### config.mk
export PLATFORM = sky130hd
export DESIGN_NAME = program_loader
export DESIGN_NICKNAME = d
export VERILOG_FILES = /design/src/rtl/program_loader.sv
export SDC_FILE = /design/constraint.sdc
export NUM_CORES = 1
export LEC_CHECK = 0
export ABC_AREA = 1
export BUFFER_PORTS_ARGS = -buffer_cell sky130_fd_sc_hd__buf_2
export CORE_MARGIN = 2
export CORE_UTILIZATION = 40
export CTS_BUF_LIST = sky130_fd_sc_hd__clkbuf_4 sky130_fd_sc_hd__clkbuf_8
export CTS_CLUSTER_SIZE = 30
export DETAILED_ROUTE_END_ITERATION = 16
export GPL_TIMING_DRIVEN = 0
export PLACE_DENSITY_LB_ADDON = 0.05
export SLEW_MARGIN = 40
export SYNTH_ARGS = -nofsm -noshare
export SYNTH_HDL_FRONTEND = slang
export SYNTH_SLANG_ARGS = --single-unit
### constraint.sdc
create_clock -name clk -period 2.2 [get_ports clk]
set_input_delay 0.33 -clock clk [delete_from_list [all_inputs] [get_ports clk]]
set_output_delay 0.33 -clock clk [all_outputs]
set_load 0.05 [all_outputs]
### src/rtl/program_loader.sv
// Instruction encoder and program-memory loader: packs decoded field sets into 16-bit
// instruction words and writes them to consecutive addresses starting at 0.
module program_loader #(
  parameter int unsigned ADDR_W = 8
) (
  input  logic              clk,
  input  logic              rst_n,
  input  logic              start,
  input  logic              in_valid,
  output logic              in_ready,
  input  logic              is_const,
  input  logic [14:0]       constant,
  input  logic [1:0]        dest,
  input  logic              op1,
  input  logic [1:0]        op2,
  input  logic [3:0]        opCode,
  input  logic              jmpIfZ,
  input  logic              last,
  output logic              mem_we,
  output logic [ADDR_W-1:0] mem_addr,
  output logic [15:0]       mem_wdata,
  output logic [ADDR_W:0]   count,
  output logic              busy,
  output logic              done,
  output logic              overflow
);

  typedef enum logic [1:0] {StIdle, StLoad, StDone, StErr} state_e;

  state_e            state;
  logic [ADDR_W-1:0] ptr;
  logic [15:0]       word;
  logic              accept;

  assign in_ready = (state == StLoad);
  assign busy     = (state == StLoad);
  assign accept   = in_valid && in_ready;

  always_comb begin
    word = 16'h0000;
    if (is_const) begin
      word = {1'b1, constant};
    end else begin
      word = {1'b0, dest, op1, op2, opCode, jmpIfZ, 5'b00000};
    end
  end

  always_ff @(posedge clk or negedge rst_n) begin
    if (!rst_n) begin
      state     <= StIdle;
      ptr       <= '0;
      count     <= '0;
      mem_we    <= 1'b0;
      mem_addr  <= '0;
      mem_wdata <= 16'h0000;
      done      <= 1'b0;
      overflow  <= 1'b0;
    end else begin
      mem_we <= 1'b0;
      case (state)
        StLoad: begin
          if (accept) begin
            mem_we    <= 1'b1;
            mem_addr  <= ptr;
            mem_wdata <= word;
            ptr       <= ptr + 1'b1;
            count     <= count + 1'b1;
            // last wins over a simultaneous fill of the final address
            if (last) begin
              state <= StDone;
              done  <= 1'b1;
            end else if (&ptr) begin
              state    <= StErr;
              overflow <= 1'b1;
            end
          end
        end
        default: begin
          if (start) begin
            state    <= StLoad;
            ptr      <= '0;
            count    <= '0;
            done     <= 1'b0;
            overflow <= 1'b0;
          end
        end
      endcase
    end
  end

endmodule

==> impl_results.md <==
* DP Area at 0.002663 sq mm
* Antenna cells at 0
* Pin count of the biggest net entering global routing at 47
* Routed WL at 5.080 mm
* CTS H-tree depth at 2
* Grt met3 use at under 10%
* Fin nets at 387
* ANT nets after route at 0
* Setup violations, final at 0
* Initial antenna violation count at 0
* Met1 GRT Util at between 20% and 30%
* IO Count at 69
* Initial Util at 41.09%
* Crit path DAT at 1380 ps
* #FFs+latches synth at 46
* Die ar. at 0.006201 sq mm
* Static leakage at 1.479 nW
* Max FO, Critical Path at 9
* Layout Cells excl Fill at 427
* Final hold slack at 24.61 ps
* Yosys warning count at 0
* Compound-Gate Fraction of Synth Area at 12.15%
* Post-CTS Resized at 0
* Status: finished, final reports clean
* Post-synthesis net count at 313
* Adder-Cell Fraction of Synth Area at under 10%
* Clk slew on worst S/H paths at around 90 ps
* Avg WL per Cell at about 12 um
* Share of post-route cells with drive strength above 1 at approximately 28%
* Via total after detailed routing at 1987
* Setup total negative slack at 0 ps
* Avg Cell Area, Syn at roughly 8 sq um
* Slew HR at 60.28%
* Worst Tran Pin Value at 595.8 ps
* Crit path max-delay family: buffers and inverters
* Global-route wire length before repair at approximately 8.6 mm
* Synthesized area at 0.002235 sq mm
* Core box area at 0.005439 sq mm
* RePlAce Congestion at 0.7510
* Chip height at 78.75 um
* Hpwl dp at 3.548 mm
* GRT met2 Usage at 28.63%
* GRT Resource Usage Total at 17.76%
* Count of different cell masters after synthesis at 19
* R2r startpoint: ptr[0]$_DFFE_PN0P_
* Worst path bufs/invs at 2
* Largest family of logic cells by synthesized area: simple AND/OR/NAND/NOR gates
* Largest stage delay, worst path at 410 ps
* Initial DRC count at around 110
* IO Port Bufs at 67
* Final hold viol count at 0
* Vias in the first global route at 1901
* Crit. End Element: primary output
* Hold buffers post-CTS at 0
* Clock latency at the later pin of the worst-skew pair at 300 ps
* Mux cell area share after synthesis at 0%
* Number of remaining DRC errors at 0
* Clk buf depth at 2
* Via density at 4.653
* Final clock skew at 9.280 ps
* Worst path required time at 1870 ps
* Period Utilization, post-route at 77.52%
* Register area share after synthesis at 51.51%
* Grt ovf at 0
* Post-synthesis xor/xnor area fraction at 0%
* F_max at just under 600 MHz
* CP Class: flop to primary output
* Detailed Routing Iterations Pass 1 at 4
* Crit path launch type: flop
* Crit-path cells: nor2_4 -> buf_4 -> buf_2
* Max VDD drop at ~0.00077 V
* Syn Inst Count at 280
* Fin util at 51.05%
* Crit path from: state[1]$_DFFE_PN0P_
* Clk sink count at 46
* Row count at 27
* Busiest layer in global routing: met2
* Max Slew Vio Count at 0
* Pwr/cell area at 1299 mW/mm^2
* Slowest cell on the critical path: dfrtp_1
* Max-cap violation count at 0
* Root Driver: clkbuf_8
* Die X at approximately 80 um
* RSZ-0062 raised after global routing: false
* Post-Synth Simple-Gate Area at a little over a quarter
* CTS tree: yes
* Placed Cells at 419
* Fin crit period at 1705 ps
* Postcts setup bufs at 0
* Final instance area at 0.002776 sq mm
* Hold WC Path Type: input pin to asynchronous set/reset pin
* Synthesis-to-layout area growth at 24.24%
* Fillcell total at about 570
* CTS buffer count at 5
==> cell usage after synthesis, drive strengths merged <==
library cell	number	share of area, %
a21oi	9	2.0
buf	10	3.9
clkbuf	3	0.50
dfrtp	46	52
ha	2	1.1
inv	28	4.7
nand2	102	17
nand3	15	3.4
nand4	5	1.4
nor2	22	4.0
o21a	1	0.34
o21ai	37	9.8
==> kinds of logic (layout without fill, tap and decap cells) <==
kind of cell,Yosys count,in the layout
flops,46,46
fa+ha+maj,2,2
simple gates,144,144
buf+inv,41,116
compound gates,47,47
==> placed cells by master, fill, tap and decap left out, drive strengths merged <==
cell / instances
nand2: 102
o21a: 1
clkbuf: 9
inv: 28
clkinvlp: 1
nor2: 22
ha: 2
buf: 77
bufinv: 1
a21oi: 9
dfrtp: 46
o21ai: 37
nand3: 15
nand4: 5
==> state kept, by name, summed over array words and instances (netlist names) <==
name	cells
mem_wdata	16
count	9
mem_addr	8
ptr	8
state	2
done	1
mem_we	1
overflow	1
==> metal layers <==
layer / vias to the layer above / share of wire (%)
li1: 1031 / -
met1: 896 / 49
met2: 52 / 44
met3: 8 / 4.5
met4: 0 / 1.6
met5: - / 0
==> through the flow <==
step	total power [mW]	setup slack (ps)
global route	3.819	420.3
floorplan	2.568	705.4
CTS	3.647	484.5
finish	3.607	494.7
detailed placement	2.995	799.6
global placement	2.983	807.6
==> final timing paths <==
| path | end | slack [ps] | cells past startpoint |
|---|---|---|---|
| max | in_ready | 490 | 3 |
| min | mem_wdata[1]$_DFFE_PN0P_ | 20 | 1 |
| max reg2reg | state[0]$_DFFE_PN0P_ | 770 | 8 |
| min reg2reg | mem_wdata[11]$_DFFE_PN0P_ | 480 | 2 |
| max in group asynchronous | count[3]$_DFFE_PN0P_ | 1770 | 1 |
| min in group clk | mem_wdata[1]$_DFFE_PN0P_ | 260 | 3 |
==> layout make-up <==
class	instances	area, sq um	share of cell area, %
buffer	13	97.59	3.515
sequential	46	1151	41.46
clock inverter	2	37.54	1.352
clock buffer	6	76.32	2.749
tap	72	90.09	3.245
inverter	28	105.1	3.785
multi-input combinational	193	880.8	31.73
timing repair buffer	67	337.8	12.17
==> worst reg2reg max path: cells and delay by family, from the launching register on <==
family                   cells  cell delay [ps]
adder cells (fa/ha/maj)      1              230
AND/OR/NAND/NOR              7              650
flip-flops                   1              410
==> where the power goes <==
part	switching (mW)	internal, mW
sequential	0.134	1.07
clock	0.292	0.351
combinational	1.31	0.445
Power figures use the tool's default switching activity.
